--- src/rtl/p405s_apu_ins_fifo.sv ---
// Synchronous instruction FIFO; occupancy counter disambiguates full/empty.
// The caller never pushes into a full FIFO unless it pops in the same cycle.
module p405s_apu_ins_fifo #(
  parameter int DEPTH = 8,
  parameter int W     = 32
) (
  input  logic         clk,
  input  logic         rst,
  input  logic         push_i,
  input  logic [W-1:0] data_i,
  input  logic         pop_i,
  output logic [W-1:0] data_o,
  output logic         empty_o,
  output logic         full_o
);
  localparam int AW = $clog2(DEPTH);

  logic [W-1:0]  mem_q [DEPTH];
  logic [AW-1:0] wr_ptr_q, rd_ptr_q;
  logic [AW:0]   cnt_q;

  always_ff @(posedge clk or posedge rst) begin
    if (rst) begin
      wr_ptr_q <= '0;
      rd_ptr_q <= '0;
      cnt_q    <= '0;
    end else begin
      if (push_i) wr_ptr_q <= wr_ptr_q + AW'(1);
      if (pop_i)  rd_ptr_q <= rd_ptr_q + AW'(1);
      case ({push_i, pop_i})
        2'b10:   cnt_q <= cnt_q + (AW+1)'(1);
        2'b01:   cnt_q <= cnt_q - (AW+1)'(1);
        default: cnt_q <= cnt_q;
      endcase
    end
  end

  always_ff @(posedge clk) begin
    if (push_i) mem_q[wr_ptr_q] <= data_i;
  end

  assign data_o  = mem_q[rd_ptr_q];
  assign empty_o = (cnt_q == '0);
  assign full_o  = (cnt_q == (AW+1)'(DEPTH));
endmodule

--- config.mk ---
export PLATFORM = sky130hd
export DESIGN_NAME = p405s_apu_ins_fifo
export DESIGN_NICKNAME = d
export VERILOG_FILES = /design/src/rtl/p405s_apu_ins_fifo.sv
export SDC_FILE = /design/constraint.sdc
export NUM_CORES = 1
export LEC_CHECK = 0
export CORE_MARGIN = 3
export CORE_UTILIZATION = 50
export DETAILED_ROUTE_END_ITERATION = 6
export GPL_TIMING_DRIVEN = 0
export PLACE_DENSITY = 0.72
export SYNTH_ARGS = -nofsm -noshare
export SYNTH_HDL_FRONTEND = slang
export SYNTH_SLANG_ARGS = --single-unit
--- constraint.sdc ---
create_clock -name clk -period 3.07 [get_ports clk]
set_input_delay 0.307 -clock clk [delete_from_list [all_inputs] [get_ports clk]]
set_output_delay 0.307 -clock clk [all_outputs]
set_load 0.02 [all_outputs]
Yosys cells after proc, flatten, opt, wreduce, memory -nomap -nowiden
Memory sizes are Yosys's and may differ from the RTL's.
Cells that the tools add are included.
{ "totals": {"elab_cells": 16, "output_inout_bits": 34, "inputBits": 36, "regBits": 10, "n_memories": 1, "ramBits": 256} }
{ "mem_list": {"columns": ["name", "words", "word_bits", "read_ports", "rd_ports_with_merged_regs", "wr", "line", "rtl"], "rows": [
  ["mem_q", 8, 32, 1, 0, 1, "18", "logic [W-1:0] mem_q [DEPTH];"]
]} }
{ "classes": {"n_mux": 3, "n_eq_ne": 3, "add_sub_neg": 4, "reduce_logical": 2} }
{ "ops": {"columns": ["operator", "count"], "rows": [
  ["4-bit one-hot mux with 2 select lines", 1],
  ["3-bit by 1-bit adder with 3-bit output (second input constant)", 2],
  ["4-bit by 1-bit adder with 4-bit output (second input constant)", 1],
  ["4-bit equality test (second input constant)", 1],
  ["4-bit logical NOT", 1],
  ["4-bit by 1-bit subtractor with 4-bit output (second input constant)", 1],
  ["2-bit by 1-bit equality test with 1-bit output (second input constant)", 1],
  ["2-bit equality test (second input constant)", 1],
  ["1-bit two-way mux", 2],
  ["2-bit nonzero test", 1]
]} }

Logic depth before layout (Yosys ltp)
Gate-level depths: netlist (run 1).
{ "logic_depth": {"ltp_word": 2, "ltp_mapped": 7, "depth_no_buf": 7} }

Worst setup path after synthesis (run 1)
OpenSTA, ideal clock, no wires.
{ "synth_timing": {"path_type": "reg-to-reg", "from": "reg wr_ptr_q[0]", "to": "mem mem_q[0][0] (enable)", "setup_ns": 0.461, "arrival_ns": 2.797, "period_less_slack_ns": 3.258, "n_path_buf": 0, "path_slack_ns": -0.188, "stages_incl_launch_ff": 3, "t_required_ns": 2.609, "path_cell_list": "dfrtp_1 -> nand2b_1 -> nor3_1"} }
{ "synth_lines": {"columns": ["element", "line", "rtl"], "rows": [
  ["from (decl)", "19", "logic [AW-1:0] wr_ptr_q, rd_ptr_q;"],
  ["from (signal assigned)", "28", "if (push_i) wr_ptr_q <= wr_ptr_q + AW'(1);"],
  ["to (decl)", "18", null]
]} }
No word-level cell before the write port.

Worst setup path after layout (run 1)
{ "layout_timing": {"from": "reg rd_ptr_q[0]", "to": "out data_o[17]"} }
{ "layout_via": {"elab_chain_len": 1} }
{ "layout_lines": {"columns": ["element", "line", "rtl"], "rows": [
  ["from (decl)", "19", null],
  ["from (signal assigned)", "29", "if (pop_i) rd_ptr_q <= rd_ptr_q + AW'(1);"],
  ["memory 8 x 32 bit", null, null],
  ["to (decl)", "12", "output logic [W-1:0] data_o,"]
]} }
No other way between the ends.

==> results by group, run 1 <==
Synth
  • Gate Count Post-Synth: approximately 430
  • Dominant synthesized flop cell: edfxtp_1
  • Mapped Nets: 472
  • Seq cells post-synth: 266
  • EDFF count, synth: around 260
  • Register area share after synthesis: 0.7674
  • Async S/R FF share, synth: 0.03759
  • Yosys top cell area share: 0.7432
  • Synth cell types: 33
  • Top post-synthesis cells by area: edfxtp_1, mux4_2, mux4_1
  • Synth warn: 0
  • Synthesized area: 0.01034 mm^2
  • Area leader, netlist: edfxtp_1
  • Syn Area/Cell: 24.00 um^2

Final layout
  • Fin util: 0.6321
  • Commonest non-fill, non-tap cell in the layout: edfxtp_1
  • Ant. Diodes: 0
  • Post-route cell area: 0.01258 mm^2
  • Fin cells: roughly 830
  • Layout Nets: 580
  • Layout area overhead: 21.66%
  • Most frequent cells in the layout: edfxtp_1, clkdlybuf4s50_1, mux4_2
  • Share of layout cells above drive strength 1: 0.2696

Setup path
  • CP required: 2760 ps
  • Startpoint types: register
  • R2r setup slk: between 900 and 1000 ps
  • CP endpoint kind: primary output
  • CP Cell Sequence: buf_8 > buf_8 > mux4_1 > mux2_2 > clkdlybuf4s50_1
  • Worst endpoint data arrival time: ~2700 ps
  • Crit-path leading delay family: buffers and inverters
  • Crit path kind: reg -> out
  • Crit-path max cell delay: 560 ps
  • Crit-path slowest cell: mux4_1
  • Most common cell on crit path: buf_8
  • Critical path peak fanout: 10
  • Buf/Inv on CP: 3

Power
  • Overall Power: around 12 mW
  • Logic pwr share: 0.347
  • Clock Power Share: 0.264
  • Int Pwr: 8.665 mW
  • Sw frac: 0.2906
  • Sequential share of power: 0.389
  • P_leak: 4.184 nW
  • Worst vdd ir: roughly 0.60 mV
  • Power per cell area: between 900 and 1000 mW/mm^2
  • Sw power: 3.549 mW

Drt
  • Vias per cell: 5.687
  • Iter 0 DRT Violations: between 200 and 300
  • Wire per inst: 23.30 um
  • Antenna Violating Nets Remaining: 0
  • Routed vias: 4692
  • DRC: 0
  • Initial DRT Pass Iterations: 4
  • WL final: between 15000 and 20000 um

Timing
  • Max Freq: 335.2 MHz
  • Crit share post-route: 0.9717
  • # setup viols final: 0
  • Max-slew headroom: 0.5114
  • Final hold violation count: 0
  • Final min period: a little under 3000 ps
  • RSZ-0062 raised after global routing: no
  • Skew final: approximately 8.8 ps
  • Worst slew pin tran: roughly 730 ps
  • Worst hold margin: 76.49 ps
  • Final Slew Violations: 0

Die
  • Core area: between 0.015 and 0.02 mm^2
  • Area of the die: 0.02245 mm^2
  • Num ports: 70
  • Die width: 149.8 um
  • Initial Util: 0.5195
  • Cell row count: 51
  • Die Y: about 150 um

Clock tree
  • H-tree depth: 1
  • Worst-case clock buffer depth: 3
  • Clk sinks: around 270
  • Reg clk slew, reported paths: ~60 ps
  • Root buf cell: clkbuf_16
  • CTS Buf Count: 27
  • Clk Latency, worst-skew pair: between 500 and 600 ps
  • CTS tree: done

GRT
  • Largest net degree at the start of global routing: 21
  • First-pass GRT wire length: 29640 um
  • Initial antenna violation count: 0
  • GRT Util Overall: 0.1774
  • Vias in the first global route: 5135
  • Congestion Overflow GR: 0

Run
  • Max-Cap Viols: 0

Placement
  • # port buffers: 69
  • Placed Cells: 775
  • Hpwl dp: 11730 um
  • Post-DP Area: 0.01165 mm^2
  • Placer Congestion: 0.7065

Worst hold path
  • Hold WC Path Type: in -> async

Run status
  • Status: finished clean
## cell type report
type / count / area (um^2)
flip-flops and latches: 266 / 7938
repair buffers: 79 / 912.1
multi-input cells: 141 / 2308
well taps: 265 / 331.6
inverters: 4 / 15.01
clock inverters: 19 / 206.4
plain buffers: 20 / 182.7
clock buffers: 31 / 690.7
fillers: 1349 / 7325
## registers in the layout, summed over array words and instances (netlist names)
| name | cells |
|---|---|
| wr_ptr_q | 3 |
| rd_ptr_q | 3 |
| cnt_q | 4 |
| mem_q | 256 |
## through the flow
stage | setup slack (ps) | TNS, ps
after floorplan | 668.8 | 0
after global placement | -1210 | -285080
after detailed placement | 272.3 | 0
after CTS | 7.503 | 0
after global routing | 0.7154 | 0
final | 86.76 | 0
## worst reg2reg max path: cells and delay by family, from the launching register on
kind / cells / cell delay (ps)
and+or+nand+nor: 2 / 980
DFF: 1 / 410
buffers and inverters: 2 / 410
## power by group through the flow
stage / combinational, mW / clock [mW] / sequential (mW)
2_1_floorplan: 2.68 / 0 / 4.78
4_1_cts: 4.31 / 3.30 / 4.76
5_1_grt: 4.51 / 3.44 / 4.80
3_3_place_gp: 4.10 / 0 / 4.82
3_5_place_dp: 4.33 / 0 / 4.83
6_report: 4.23 / 3.23 / 4.75
## cell usage after synthesis (all sizes together), types with 2 or more instances
| master | number |
|---|---|
| nor2 | 7 |
| mux2 | 35 |
| xor2 | 3 |
| clkbuf | 6 |
| nand2 | 4 |
| buf | 14 |
| nor3 | 2 |
| xnor2 | 4 |
| inv | 4 |
| ha | 5 |
| dfrtp | 10 |
| edfxtp | 256 |
| mux4 | 64 |
| nand2b | 3 |
## metal layers
metal,track usage,part of all wire
met4,0.04666,0.023
met1,0.2249,0.40
met2,0.3183,0.54
met3,0.03119,0.035
met5,0,0
## repair_timing
action                     4_1_cts  5_1_grt
setup endpoints to repair       29       21
buffers inserted                 0        0
hold buffers                     0        0
resized for setup               13       14
## cells by family (layout without fill, tap and decap cells)
group | Yosys count | count (layout) | synth area share
DFF | 266 | 266 | 0.7674
muxes | 100 | 100 | 0.1875
buffers and inverters | 24 | 153 | 0.01597
and+or+nand+nor | 23 | 23 | 0.01210
xor gates and xnor gates | 7 | 7 | 0.005927
AOI/OAI and AO/OA | 6 | 6 | 0.005080
adders and majority gates | 5 | 5 | 0.006048
## path summary, 6_finish.rpt
kind                             start     endpoint  cells past startpoint
setup / recovery           rd_ptr_q[0]   data_o[17]                      5
hold / removal                     rst  wr_ptr_q[0]                      2
setup reg to reg           wr_ptr_q[0]  mem_q[0][5]                      4
hold reg to reg            wr_ptr_q[0]  wr_ptr_q[0]                      1
max in group asynchronous          rst  rd_ptr_q[1]                      2
min in group clk             data_i[4]  mem_q[7][4]                      1
No activity file was read; power rests on OpenSTA's default activity.
==> run 2: changes to the inputs <==
- CORE_MARGIN: 3 -> 1
==> run 2 against run 1 <==
Combinational power about the same; flip-flop and latch count unchanged; count of clock-buffer cells in the layout increased by 2; worst setup slack improved by 12 ps; clock power decreased by 6.5%.
==> results by group, run 2 (synthesis results as in run 1) <==
Final layout
  • Most frequent cells in the layout: edfxtp_1, clkdlybuf4s50_1, mux4_2
  • Layout area overhead: 21.11%
  • Post-route cell area: 0.01253 mm^2 (-0.46%)
  • Fin util: 0.6191 (-0.01301)
  • Max reg flops: 256 (unchanged)
  • Register area: 0.007938 mm^2 (unchanged)
  • Largest Register: mem_q
  • Fillers: 1346 (-0.22%)
  • Share of layout cells above drive strength 1: 0.2706 (+0.0009665)
  • Commonest non-fill, non-tap cell in the layout: edfxtp_1
  • Area used by multi-input combinational logic: 0.002308 mm^2 (unchanged)
  • Biggest registers after layout: mem_q x256, cnt_q x4
  • Layout Nets: 580 (unchanged)

Timing
  • Setup TNS Final: 0 ps (unchanged)
  • Crit share post-route: 0.9677 (-0.004039)
  • Max-slew headroom: 0.4314 (-0.07999)
  • Final hold violation count: 0 (unchanged)
  • Final min period: 2971 ps (-12.40 ps)
  • Max Freq: 336.6 MHz (+0.42%)
  • Final Slew Violations: 0 (unchanged)
  • Skew final: 8.514 ps (-0.2754 ps)
  • Setup ws final: 99.16 ps (+12.40 ps)
  • # setup viols final: 0 (unchanged)
  • Worst slew pin tran: 850.1 ps (+119.6 ps)

Drt
  • Vias per cell: 5.579 (-1.9%)
  • Antenna Violating Nets Remaining: 0 (unchanged)
  • Routed vias: 4625 (-1.4%)
  • DRC: 0 (unchanged)
  • Initial DRT Pass Iterations: 4 (unchanged)
  • Wire per inst: 22.98 um (-1.4%)
  • Iter 0 DRT Violations: 308 (+11%)
  • WL final: 19050 um (-0.90%)

Power
  • Overall Power: 12.03 mW (-1.5%)
  • Sw frac: 0.2956 (+0.005043)
  • Int Pwr: 8.474 mW (-2.2%)
  • Power per cell area: 960.3 mW/mm^2 (-1.1%)
  • Sequential share of power: 0.395 (+0.006)
  • Logic pwr share: 0.353 (+0.006)
  • P_leak: 4.181 nW (about the same)
  • Worst vdd ir: 0.6969 mV (+16%)
  • Clock Power Share: 0.251 (-0.013)
  • Sw power: 3.556 mW (+0.20%)

Die
  • Initial Util: 0.5112 (-0.008353)
  • Cell row count: 52 (+2.0%)
  • Die width: 145.8 um (-2.7%)
  • Die Y: 145.8 um (-2.7%)
  • Area of the die: 0.02127 mm^2 (-5.3%)
  • Core area: 0.02023 mm^2 (+1.6%)
  • Num ports: 70 (unchanged)

GRT
  • First-pass GRT wire length: 29130 um (-1.7%)
  • Vias in the first global route: 5016 (-2.3%)
  • Initial antenna violation count: 1 (+1)
  • Largest net degree at the start of global routing: 22 (+4.8%)
  • GRT Util Overall: 0.1862 (+0.008824)
  • Congestion Overflow GR: 0 (unchanged)

Clock tree
  • Worst-case clock buffer depth: 3 (unchanged)
  • Reg clk slew, reported paths: 60 ps (about the same)
  • CTS tree: done
  • CTS Buf Count: 27 (unchanged)
  • Clk Latency, worst-skew pair: 520 ps (about the same)
  • Root buf cell: clkbuf_16
  • Hold_buf cts: 0 (unchanged)
  • Clk sinks: 266 (unchanged)
  • H-tree depth: 1 (unchanged)

Setup path
  • Crit path kind: reg -> out
  • CP required: 2760 ps (about the same)
  • Startpoint types: register
  • CP endpoint kind: primary output
  • Worst endpoint data arrival time: 2660 ps (-20 ps)
  • Critical path peak fanout: 10 (unchanged)

Placement
  • Post-DP Area: 0.01164 mm^2 (about the same)
  • Placer Congestion: 0.7341 (+3.9%)
  • # port buffers: 69 (unchanged)
  • Hpwl dp: 11730 um (about the same)
  • Pre-CTS setup slack: 239.2 ps (-33.10 ps)

Run status
  • Status: finished clean

Run
  • Max-Cap Viols: 0 (unchanged)

Worst hold path
  • Hold WC Path Type: in -> async
-- run 2: area by class of cell --
cell class | count | area share
sequential | 266 | 0.6336
inverter | 4 | 0.001199
antenna | 1 | 0.0001998
buffer | 20 | 0.01458
clock buffer | 33 | 0.05733
clock inverter | 15 | 0.008390
timing repair buffer | 79 | 0.07341
multi-input combinational | 141 | 0.1843
tap | 270 | 0.02697
-- run 2: timing repair --
item | in CTS | in global routing
setup buffers | 0 | 0
gates resized for setup | 8 | 22
setup endpoints to repair | 29 | 31
-- run 2: path summary, 6_finish.rpt --
path,end,cells after the start,startpoint,slack (ps)
setup reg to reg,mem_q[0][11],3,wr_ptr_q[0],1030
hold reg to reg,wr_ptr_q[0],1,wr_ptr_q[0],530
hold / removal,cnt_q[0],2,rst,90
min in group clk,mem_q[3][1],1,data_i[1],510
max in group asynchronous,cnt_q[3],2,rst,2680
setup / recovery,data_o[13],5,rd_ptr_q[0],100
-- run 2: routing by layer --
metal  up-vias  part of all wire  track usage
met4         0             0.025      0.05632
li1       2063                 -            -
met5         -                 0            0
met1      2411              0.41       0.2357
met2       116              0.52       0.3278
met3        35             0.047      0.03448
-- run 2: power by group through the flow --
stage | logic (mW) | clock network, mW | registers (mW)
2_1_floorplan | 2.68 | 0 | 4.78
3_3_place_gp | 4.07 | 0 | 4.82
3_5_place_dp | 4.32 | 0 | 4.83
4_1_cts | 4.34 | 3.07 | 4.76
5_1_grt | 4.51 | 3.21 | 4.80
6_report | 4.25 | 3.02 | 4.75
-- run 2: through the flow --
step	hold slack (ps)	std cells
6_report	86.76	829
5_1_grt	90.11	828
4_1_cts	87.37	828
3_5_place_dp	507.3	780
3_3_place_gp	494.1	770
2_1_floorplan	147.2	431
-- run 2: worst max-delay path: stages, from the launching register on --
cell             delay [ps]
dfrtp_1                 390
buf_8                   190
buf_8                   190
mux4_1                  560
mux2_2                  270
clkdlybuf4s50_1         530
